$ cat src/rtl/modulo_arbiter_if.sv
// Requester and core-side bundle for modulo_arbiter.
// slave = arbiter side, master = clients plus modulo core.
interface modulo_arbiter_if #(
    parameter int N_REQ = 4,
    parameter int WIDTH = 16
);
    localparam int IDW = $clog2(N_REQ);

    logic [N_REQ-1:0]       req_i;
    logic [N_REQ*WIDTH-1:0] zahl1_i;
    logic [N_REQ*WIDTH-1:0] zahl2_i;
    logic [N_REQ-1:0]       done_o;
    logic                   err_o;
    logic [WIDTH-1:0]       ergebnis_o;
    logic [IDW-1:0]         grant_id_o;
    logic                   busy_o;
    logic                   core_start_o;
    logic [WIDTH-1:0]       core_zahl1_o;
    logic [WIDTH-1:0]       core_zahl2_o;
    logic                   core_valid_i;
    logic [WIDTH-1:0]       core_ergebnis_i;

    modport slave (
        input  req_i, zahl1_i, zahl2_i, core_valid_i, core_ergebnis_i,
        output done_o, err_o, ergebnis_o, grant_id_o, busy_o,
               core_start_o, core_zahl1_o, core_zahl2_o
    );

    modport master (
        output req_i, zahl1_i, zahl2_i, core_valid_i, core_ergebnis_i,
        input  done_o, err_o, ergebnis_o, grant_id_o, busy_o,
               core_start_o, core_zahl1_o, core_zahl2_o
    );
endinterface

$ cat src/rtl/modulo_arbiter.sv
// Round-robin front end sharing one modulo core between N_REQ requesters.
// Optional WAIT watchdog enabled by defining MODULO_ARBITER_TIMEOUT_EN.
module modulo_arbiter #(
    parameter int N_REQ          = 4,
    parameter int WIDTH          = 16,
    parameter int TIMEOUT_CYCLES = 255
) (
    input  logic             clk,
    input  logic             rst,
    modulo_arbiter_if.slave  bus
);
    localparam int IDW = $clog2(N_REQ);
    localparam logic [IDW:0] NREQ_W = (IDW+1)'(N_REQ);

    generate
        if (N_REQ < 2 || N_REQ > 8) begin : g_bad_nreq
            $error("modulo_arbiter: N_REQ must be 2..8");
        end
        if (TIMEOUT_CYCLES < 1) begin : g_bad_timeout
            $error("modulo_arbiter: TIMEOUT_CYCLES must be >= 1");
        end
    endgenerate

    typedef enum logic [1:0] {IDLE, ISSUE, WAIT, DONE} state_t;

    state_t           state, state_n;
    logic [IDW-1:0]   rr_ptr, grant_id, win;
    logic [IDW:0]     cand;
    logic             found;
    logic [WIDTH-1:0] zahl1_q, zahl2_q, ergebnis_q;
    logic             err_q;
    logic [N_REQ-1:0] done_vec;
    logic             to_hit;

    logic [WIDTH-1:0] z1_arr [N_REQ];
    logic [WIDTH-1:0] z2_arr [N_REQ];

    genvar g;
    generate
        for (g = 0; g < N_REQ; g++) begin : g_slice
            assign z1_arr[g] = bus.zahl1_i[g*WIDTH +: WIDTH];
            assign z2_arr[g] = bus.zahl2_i[g*WIDTH +: WIDTH];
        end
    endgenerate

    // First requester at or after rr_ptr, wrapping modulo N_REQ.
    always_comb begin
        win   = rr_ptr;
        found = 1'b0;
        cand  = '0;
        for (int i = 0; i < N_REQ; i++) begin
            cand = {1'b0, rr_ptr} + (IDW+1)'(i);
            if (cand >= NREQ_W) cand = cand - NREQ_W;
            if (!found && bus.req_i[cand[IDW-1:0]]) begin
                found = 1'b1;
                win   = cand[IDW-1:0];
            end
        end
    end

`ifdef MODULO_ARBITER_TIMEOUT_EN
    localparam int TOW = $clog2(TIMEOUT_CYCLES + 1);
    logic [TOW-1:0] to_cnt;

    // Counts completed WAIT cycles; to_hit marks the last permitted one.
    assign to_hit = (state == WAIT) && (to_cnt == TOW'(TIMEOUT_CYCLES - 1));

    always_ff @(posedge clk or negedge rst) begin
        if (!rst)                        to_cnt <= '0;
        else if (state == WAIT && !to_hit) to_cnt <= to_cnt + TOW'(1);
        else                             to_cnt <= '0;
    end
`else
    assign to_hit = 1'b0;
`endif

    always_ff @(posedge clk or negedge rst) begin
        if (!rst) state <= IDLE;
        else      state <= state_n;
    end

    always_comb begin
        state_n  = state;
        done_vec = '0;
        case (state)
            IDLE:  if (found) state_n = (z2_arr[win] == '0) ? DONE : ISSUE;
            ISSUE: state_n = WAIT;
            WAIT:  if (bus.core_valid_i || to_hit) state_n = DONE;
            DONE: begin
                state_n            = IDLE;
                done_vec[grant_id] = 1'b1;
            end
            default: state_n = IDLE;
        endcase
    end

    // Operands, result and pointer; a zero divisor completes without the core.
    always_ff @(posedge clk or negedge rst) begin
        if (!rst) begin
            rr_ptr     <= '0;
            grant_id   <= '0;
            zahl1_q    <= '0;
            zahl2_q    <= '0;
            ergebnis_q <= '0;
            err_q      <= 1'b0;
        end else begin
            case (state)
                IDLE: if (found) begin
                    grant_id <= win;
                    zahl1_q  <= z1_arr[win];
                    zahl2_q  <= z2_arr[win];
                    if (z2_arr[win] == '0) begin
                        ergebnis_q <= '0;
                        err_q      <= 1'b1;
                    end
                end
                WAIT: if (bus.core_valid_i) begin
                    ergebnis_q <= bus.core_ergebnis_i;
                    err_q      <= 1'b0;
                end else if (to_hit) begin
                    ergebnis_q <= '0;
                    err_q      <= 1'b1;
                end
                DONE: rr_ptr <= (grant_id == IDW'(N_REQ - 1)) ? '0 : grant_id + IDW'(1);
                default: ;
            endcase
        end
    end

    assign bus.done_o       = done_vec;
    assign bus.err_o        = err_q;
    assign bus.ergebnis_o   = ergebnis_q;
    assign bus.grant_id_o   = grant_id;
    assign bus.busy_o       = (state != IDLE);
    assign bus.core_start_o = (state == ISSUE);
    assign bus.core_zahl1_o = zahl1_q;
    assign bus.core_zahl2_o = zahl2_q;
endmodule
$ cat src/flat_wrapper.sv
// flat-port wrapper written by rule: the top's interface ports become plain ports
module modulo_arbiter_flat 
#(
    parameter int N_REQ          = 4,
    parameter int WIDTH          = 16,
    parameter int TIMEOUT_CYCLES = 255
)
  (clk, rst, bus_req_i, bus_zahl1_i, bus_zahl2_i, bus_core_valid_i, bus_core_ergebnis_i, bus_done_o, bus_err_o, bus_ergebnis_o, bus_grant_id_o, bus_busy_o, bus_core_start_o, bus_core_zahl1_o, bus_core_zahl2_o);
  modulo_arbiter_if #(.N_REQ(N_REQ), .WIDTH(WIDTH)) bus_i ();
  input  logic clk;
  input  logic rst;
  input wire logic [$bits(bus_i.req_i)-1:0] bus_req_i;
  input wire logic [$bits(bus_i.zahl1_i)-1:0] bus_zahl1_i;
  input wire logic [$bits(bus_i.zahl2_i)-1:0] bus_zahl2_i;
  input wire logic [$bits(bus_i.core_valid_i)-1:0] bus_core_valid_i;
  input wire logic [$bits(bus_i.core_ergebnis_i)-1:0] bus_core_ergebnis_i;
  output wire logic [$bits(bus_i.done_o)-1:0] bus_done_o;
  output wire logic [$bits(bus_i.err_o)-1:0] bus_err_o;
  output wire logic [$bits(bus_i.ergebnis_o)-1:0] bus_ergebnis_o;
  output wire logic [$bits(bus_i.grant_id_o)-1:0] bus_grant_id_o;
  output wire logic [$bits(bus_i.busy_o)-1:0] bus_busy_o;
  output wire logic [$bits(bus_i.core_start_o)-1:0] bus_core_start_o;
  output wire logic [$bits(bus_i.core_zahl1_o)-1:0] bus_core_zahl1_o;
  output wire logic [$bits(bus_i.core_zahl2_o)-1:0] bus_core_zahl2_o;
  assign bus_i.req_i = bus_req_i;
  assign bus_i.zahl1_i = bus_zahl1_i;
  assign bus_i.zahl2_i = bus_zahl2_i;
  assign bus_i.core_valid_i = bus_core_valid_i;
  assign bus_i.core_ergebnis_i = bus_core_ergebnis_i;
  assign bus_done_o = bus_i.done_o;
  assign bus_err_o = bus_i.err_o;
  assign bus_ergebnis_o = bus_i.ergebnis_o;
  assign bus_grant_id_o = bus_i.grant_id_o;
  assign bus_busy_o = bus_i.busy_o;
  assign bus_core_start_o = bus_i.core_start_o;
  assign bus_core_zahl1_o = bus_i.core_zahl1_o;
  assign bus_core_zahl2_o = bus_i.core_zahl2_o;
  modulo_arbiter #(.N_REQ(N_REQ), .WIDTH(WIDTH), .TIMEOUT_CYCLES(TIMEOUT_CYCLES)) u_core (.clk(clk), .rst(rst), .bus(bus_i));
endmodule
$ cat config.mk
export PLATFORM = sky130hd
export DESIGN_NAME = modulo_arbiter_flat
export DESIGN_NICKNAME = d
export VERILOG_FILES = /design/src/rtl/modulo_arbiter_if.sv /design/src/rtl/modulo_arbiter.sv /design/src/flat_wrapper.sv
export SDC_FILE = /design/constraint.sdc
export NUM_CORES = 1
export LEC_CHECK = 0
export CORE_UTILIZATION = 41
export DETAILED_ROUTE_END_ITERATION = 8
export PLACE_DENSITY = 0.94
export SLEW_MARGIN = 20
export SYNTH_ARGS = -nofsm -noshare
export SYNTH_HDL_FRONTEND = slang
export SYNTH_SLANG_ARGS = --single-unit
export TNS_END_PERCENT = 50
$ cat constraint.sdc
create_clock -name clk -period 4.1 [get_ports clk]
set_clock_uncertainty 0.2 [all_clocks]
set_input_delay 0.82 -clock clk [delete_from_list [all_inputs] [get_ports clk]]
set_output_delay 0.82 -clock clk [all_outputs]
set_load 0.01 [all_outputs]
Word level (Yosys, flattened, before mapping)
Cells that the tools add are included.
Widths: inputs -> output; s select.
{"block": "classes", "add_sub_neg": 8, "order_cmp": 11, "n_eq_ne": 7, "muxes": 42, "bitwise_logic": 1, "reduce_logical": 14}
{"op": "$mux 16", "n": 7}
{"op": "$bmux 16 s2", "n": 2}
{"op": "$pmux 16 s2", "n": 1}
{"op": "$mux 2", "n": 12}
{"op": "$logic_not 16->1", "n": 1}
{"op": "$lt 2x3->1 const B", "n": 5}
{"op": "$ge 3x3->1 const B", "n": 4}
{"op": "$mux 1", "n": 12}
{"op": "$bmux 1 s2", "n": 4}
{"op": "$pmux 2 s4", "n": 1}
{"op": "$sub 2x1->2 const B", "n": 4}
{"op": "$add 2x2->3 const B", "n": 2}
{"op": "$eq 2x2->1 const B", "n": 3}
{"op": "$logic_and 1x1->1", "n": 4}
{"op": "$mux 4", "n": 1}
{"op": "$ne 2x1->1 const B", "n": 2}
{"op": "$reduce_and 2->1", "n": 2}
{"op": "$reduce_and 4->1", "n": 1}
{"op": "$reduce_bool 2->1", "n": 2}
{"op": "$add 2x1->3 const B", "n": 1}
{"op": "$ge 2x3->1 const B", "n": 1}
{"op": "$logic_not 1->1", "n": 3}
{"op": "$not 2->3", "n": 1}
{"op": "$add 2x1->2 const B", "n": 1}
{"op": "6 further kinds", "n": 6}
{"block": "word_totals", "register_bits": 55, "input_bits": 151, "out_inout_bits": 57, "elab_cells": 90}

Longest topological paths before layout
{"block": "logic_depth", "ltp_word": 22, "ltp_mapped": 12, "ltp_nobuf": 8}

Worst setup path before layout
Ideal clock, no wire load.
{"block": "synth_timing", "path_kind": "in2reg", "start": "input bus_req_i[2]", "end": "register u_core.err_q, in the netlist u_core.bus.err_o", "setup_ns": 0.130, "arrival_time_ns": 3.197, "required_time_ns": 3.770, "slack_ns": 0.574, "path_stages": 11, "path_buffers": 3, "cell_sequence": "nor2b_1 > o21ai_2 > o211ai_1 > buf_2 > a221oi_1 > o22ai_1 > or4_1 > buf_2 > buf_6 > o311ai_2 > nand3_1"}
{"block": "synth_via", "elab_chain_cells": 19, "word_cells_on_any_way": 30, "classes_between": "2 x eq/ne; 19 x mux; 1 x bitwise; 8 x reduce/logical"}
{"element": "start: declaration", "line_no": "flat_wrapper.sv:12", "source": "input wire logic [$bits(bus_i.req_i)-1:0] bus_req_i;"}
{"element": "$bmux 1 s2", "line_no": "modulo_arbiter.sv:54", "source": "if (!found && bus.req_i[cand[IDW-1:0]]) begin"}
{"element": "$mux 1 (implied by the code)", "line_no": "modulo_arbiter.sv:54"}
{"element": "$mux 1", "line_no": "modulo_arbiter.sv:54"}
{"element": "$logic_not 1->1", "line_no": "modulo_arbiter.sv:54"}
{"element": "$logic_and 1x1->1", "line_no": "modulo_arbiter.sv:54"}
{"element": "$mux 1", "line_no": "modulo_arbiter.sv:54"}
{"element": "$logic_not 1->1", "line_no": "modulo_arbiter.sv:54"}
{"element": "$logic_and 1x1->1", "line_no": "modulo_arbiter.sv:54"}
{"element": "[2 not listed]"}
{"element": "$logic_and 1x1->1", "line_no": "modulo_arbiter.sv:54"}
{"element": "$mux 2", "line_no": "modulo_arbiter.sv:54"}
{"element": "$not 2->3 (implied by the code)", "line_no": "modulo_arbiter.sv:112", "source": "if (z2_arr[win] == '0) begin"}
{"element": "$bmux 16 s2", "line_no": "modulo_arbiter.sv:112"}
{"element": "$mux 16 (implied by the code) (2 in series)", "line_no": "modulo_arbiter.sv:112"}
{"element": "$logic_not 16->1", "line_no": "modulo_arbiter.sv:112"}
{"element": "$ne 2x1->1 (no source line)"}
{"element": "$reduce_and 4->1 (no source line) (*)"}
{"element": "end signal: assignment", "line_no": "modulo_arbiter.sv:114", "source": "err_q <= 1'b1;"}
{"element": "end signal: assignment", "line_no": "modulo_arbiter.sv:119", "source": "err_q <= 1'b0;"}
{"element": "end signal: assignment", "line_no": "modulo_arbiter.sv:122", "source": "err_q <= 1'b1;"}
{"element": "end: declaration", "line_no": "modulo_arbiter.sv:31", "source": "logic err_q;"}
Mark *: on every way between the ends. The rest lies on a longest branch, timed or not. The select of a mux whose other input is x is not followed.
A chain may end at the register's enable or synchronous reset.

Final worst setup path
{"block": "layout_timing", "start": "input bus_req_i[3]", "end": "register u_core.ergebnis_q[4], in the netlist u_core.bus.ergebnis_o[4]"}
{"block": "layout_via", "elab_chain_cells": 19, "word_cells_on_any_way": 30, "classes_between": "2 x eq/ne; 19 x mux; 1 x bitwise; 8 x reduce/logical"}
{"element": "$bmux 1 s2", "line_no": "modulo_arbiter.sv:54"}
{"element": "$mux 1 (implied by the code)", "line_no": "modulo_arbiter.sv:54"}
{"element": "$mux 1", "line_no": "modulo_arbiter.sv:54"}
{"element": "$logic_not 1->1", "line_no": "modulo_arbiter.sv:54"}
{"element": "$logic_and 1x1->1", "line_no": "modulo_arbiter.sv:54"}
{"element": "$mux 1", "line_no": "modulo_arbiter.sv:54"}
{"element": "$logic_not 1->1", "line_no": "modulo_arbiter.sv:54"}
{"element": "$logic_and 1x1->1", "line_no": "modulo_arbiter.sv:54"}
{"element": "[2 not listed]"}
{"element": "$logic_and 1x1->1", "line_no": "modulo_arbiter.sv:54"}
{"element": "$mux 2", "line_no": "modulo_arbiter.sv:54"}
{"element": "$not 2->3 (implied by the code)", "line_no": "modulo_arbiter.sv:112"}
{"element": "$bmux 16 s2", "line_no": "modulo_arbiter.sv:112"}
{"element": "$mux 16 (implied by the code) (2 in series)", "line_no": "modulo_arbiter.sv:112"}
{"element": "$logic_not 16->1", "line_no": "modulo_arbiter.sv:112"}
{"element": "$ne 2x1->1 (no source line)"}
{"element": "$reduce_and 4->1 (no source line) (*)"}
{"element": "end signal: assignment", "line_no": "modulo_arbiter.sv:118", "source": "ergebnis_q <= bus.core_ergebnis_i;"}
{"element": "end: declaration", "line_no": "modulo_arbiter.sv:30", "source": "logic [WIDTH-1:0] zahl1_q, zahl2_q, ergebnis_q;"}
Marked as above.

==> flow_metrics.py <==
metrics = {
    "power": {
        "p_seq_share_pct": 24.4,
        "swShare_pct": 45.2,
        "design_power_total_uw": 4300,
        "p_clk_share_pct": 7.8,
        "internal-power_uw": 2360,
        "switchingPower_uw": 1950,
        "p_leak_uw": 0.00286,
        "pwr-share-comb_pct": 67.8,
        "p_per_area_mw_per_mm2": 651,
        "ir_drop_mv": 0.383,
    },
    "clock_network": {
        "numCtsBuffers": 5,
        "path_clk_slew_ns": 0.12,
        "cts_tree": "built",
        "clockRootBuffer": "clkbuf_8",
        "htreeDepth": 2,
        "cts_sinks": 55,
        "clkLatencyLatePin_ns": 0.32,
        "cts_buffer_depth": 2,
    },
    "global_routing": {
        "grt_max_degree": 69,
        "antenna_found_initial": 0,
        "grt_pass1_wl_um": 22700,
        "grt_pass1_vias": 4873,
        "grt_use_total_pct": 27.6,
        "overflow": 0,
    },
    "logic_synthesis": {
        "yosys.area.top_type": "dfrtp_1",
        "synth_commonest_cells": "152 x nand2_1, 55 x dfrtp_1, 51 x nand3_1, 49 x a21oi_1, 36 x clkbuf_1",
        "synthArstFlopShare_pct": 100,
        "ys.flop_type": "dfrtp_1",
        "synth-seq-area-share_pct": 33.6,
        "synth_top_cells_by_area": "dfrtp_1 34%, nand2_1 14%, nand3_1 6.2%",
        "synth_warnings": 0,
        "syn_avg_cell_area_sq_um": 7.49,
        "yosys.area.top_type_share_pct": 33.6,
        "synth-seq-cells": 55,
        "syn-num-nets": 706,
        "ys_types": 39,
        "synthesis.area_sq_mm": 0.00409,
        "syn_inst": 546,
        "synth_edf_count": 0,
        "yosysMostFrequentCell": "nand2_1",
    },
    "timing": {
        "tightest_slew_ns": 0.739,
        "slew_violations": 0,
        "relSlewSlack_pct": 50.7,
        "rsz0062_at_grt": "no",
        "clock.fmax_ghz": 0.256,
        "hold_viol_final": 0,
        "finalCriticalPeriod_ns": 3.91,
        "setup_viol": 0,
        "finalCritPeriodShare_pct": 95.5,
    },
    "routing": {
        "dr.pass1.iters": 5,
        "wl_per_cell_um": 16.6,
        "totalWireLength_um": 14800,
        "viasPerCell": 5.71,
        "ant_nets": 0,
        "dr.first_iter.drc_count": 381,
        "drc_errors": 0,
        "num_vias": 5070,
    },
    "floorplan": {
        "fp.dieW_um": 102,
        "die_height_um": 102,
        "dieArea_sq_mm": 0.0104,
        "std_cell_rows": 36,
        "io_pins": 208,
        "initial_core_util_pct": 42.0,
        "core_area_sq_mm": 0.00973,
    },
    "hold_path": {
        "worstHoldPathType": "flip-flop to flip-flop",
    },
    "place": {
        "dpl_cell_area_sq_mm": 0.00651,
        "port_buffers": 207,
        "hpwl_um": 11100,
        "gp_congestion": 0.869,
    },
    "setup_path": {
        "worstPathRequired_ns": 4.17,
        "arrival_ns": 3.99,
        "crit_buf_inv": 3,
        "cpPeakStageDelay_ns": 0.58,
        "crit_family": "simple AND/OR/NAND/NOR gates",
        "crit_chain": "clkdlybuf4s50_1 -> and3b_1 -> a2111oi_2 -> buf_4 -> nor2_4 -> a221oi_1 -> o22ai_1 -> or4_1 -> buf_4 -> nor3_1 -> or3b_1",
        "worstSetupEndpointType": "flip-flop",
        "critPathKind": "primary input to flip-flop",
        "worstPathMaxFanout": 18,
        "cp-start-kind": "primary input",
        "slowest_stage": "clkdlybuf4s50_1",
        "critPathMostFrequentCell": "buf_4",
    },
    "outcome": {
        "status": "finished, final reports clean",
    },
    "cells_and_area": {
        "stdcell_area_sq_mm": 0.00661,
        "antennaDiodeCount": 0,
        "syn_to_final_growth_pct": 61.6,
        "nets": 914,
        "drive_gt1_share_pct": 9.40,
        "fillerInstances": 757,
    },
    "flow_run": {
        "maxCapViolCount": 0,
    },
}
layer usage:
| metal | track usage [%] | vias to the layer above | routed length [um] |
|---|---|---|---|
| li1 | - | 2370 | - |
| met2 | 48.5 | 317 | 7250 |
| met4 | 11.6 | 0 | 522 |
| met1 | 33.6 | 2334 | 5620 |
| met5 | 0 | - | 0 |
| met3 | 4.65 | 49 | 1370 |
state kept, by name, indices dropped and copies added, names as in the netlist:
name and count:
u_core.bus.ergebnis_o 16, u_core.bus.grant_id_o 2, u_core.state 2, u_core.bus.err_o 1, u_core.bus.core_zahl1_o 16, u_core.rr_ptr 2
u_core.bus.core_zahl2_o 16
area by class of cell:
class	instances	area [sq um]	share of cell area, %
clock inverter	3	27.5	0.416
inverter	8	30.0	0.454
sequential	55	1380	20.8
clock buffer	5	68.8	1.04
tap	133	166	2.52
multi-input combinational	433	2480	37.5
timing repair buffer	251	2460	37.2
tightest hold or removal path, cell delays in order (launching register included):
cell     delay [ns]
dfrtp_1        0.36
nand2_1        0.05
o31ai_1        0.06
power groups by stage:
stage	clock (uW)	sequential, uW	combinational, uW
after detailed placement	0	1060	2890
final	335	1050	2920
after global placement	0	1040	2760
after floorplan	0	1120	1520
after CTS	338	1050	2900
after global routing	359	1080	3180
per-stage QoR:
stage / setup slack, ns / cells / TNS, ns / util [%] / hold WS (ns)
6_report: 0.186 / 888 / 0 / 68.0 / 0.294
5_1_grt: 0.0221 / 888 / 0 / 68.0 / 0.322
4_1_cts: 0.180 / 888 / 0 / 67.9 / 0.297
3_5_place_dp: -0.167 / 880 / -2.26 / 66.9 / 0.271
3_3_place_gp: -0.00977 / 880 / -0.0459 / 66.9 / 0.268
2_1_floorplan: 0.574 / 546 / 0 / - / 0.317
cell usage in the layout, fill, tap and decap left out, drive strengths merged, types with 2 or more instances in the layout:
| cell | count |
|---|---|
| a21oi | 49 |
| a221oi | 32 |
| and2 | 4 |
| and3 | 33 |
| buf | 45 |
| clkbuf | 5 |
| clkdlybuf4s50 | 206 |
| dfrtp | 55 |
| ha | 9 |
| inv | 10 |
| nand2 | 152 |
| nand3 | 51 |
| nor2 | 3 |
| nor2b | 3 |
| nor3 | 18 |
| nor4 | 3 |
| o21a | 2 |
| o21ai | 21 |
| o22ai | 8 |
| o31ai | 16 |
| or2 | 2 |
| or3b | 16 |
| or4 | 2 |
cells by family after synthesis:
family,synth area share [%]
multiplexers,0.275
AND/OR/NAND/NOR,34.4
adder cells (fa/ha/maj),2.75
buffers and inverters,6.06
AO/OA/AOI/OAI,22.8
flip-flops,33.6
worst paths after layout:
| kind | startpoint | to | slack [ns] | cells after the start |
|---|---|---|---|---|
| max | bus_req_i[3] | u_core.bus.ergebnis_o[4]$_DFFE_PN0P_ | 0.19 | 11 |
| min in group asynchronous | rst | u_core.bus.ergebnis_o[7]$_DFFE_PN0P_ | 0.31 | 1 |
| min reg2reg | u_core.bus.core_zahl2_o[7]$_DFFE_PN0P_ | u_core.bus.core_zahl2_o[7]$_DFFE_PN0P_ | 0.29 | 2 |
| min | u_core.bus.core_zahl2_o[7]$_DFFE_PN0P_ | u_core.bus.core_zahl2_o[7]$_DFFE_PN0P_ | 0.29 | 2 |
| max in group asynchronous | rst | u_core.state[0]$_DFFE_PN0P_ | 2.53 | 2 |
| max reg2reg | u_core.rr_ptr[1]$_DFFE_PN0P_ | u_core.bus.ergebnis_o[4]$_DFFE_PN0P_ | 0.76 | 10 |
repair_timing:
action / in CTS / in global routing
hold buffers: 0 / 0
endpoints found under the setup margin: 0 / 14
setup buffers: 0 / 0
resized for setup: 0 / 1
Note: power is estimated with default switching activity, not from simulation.
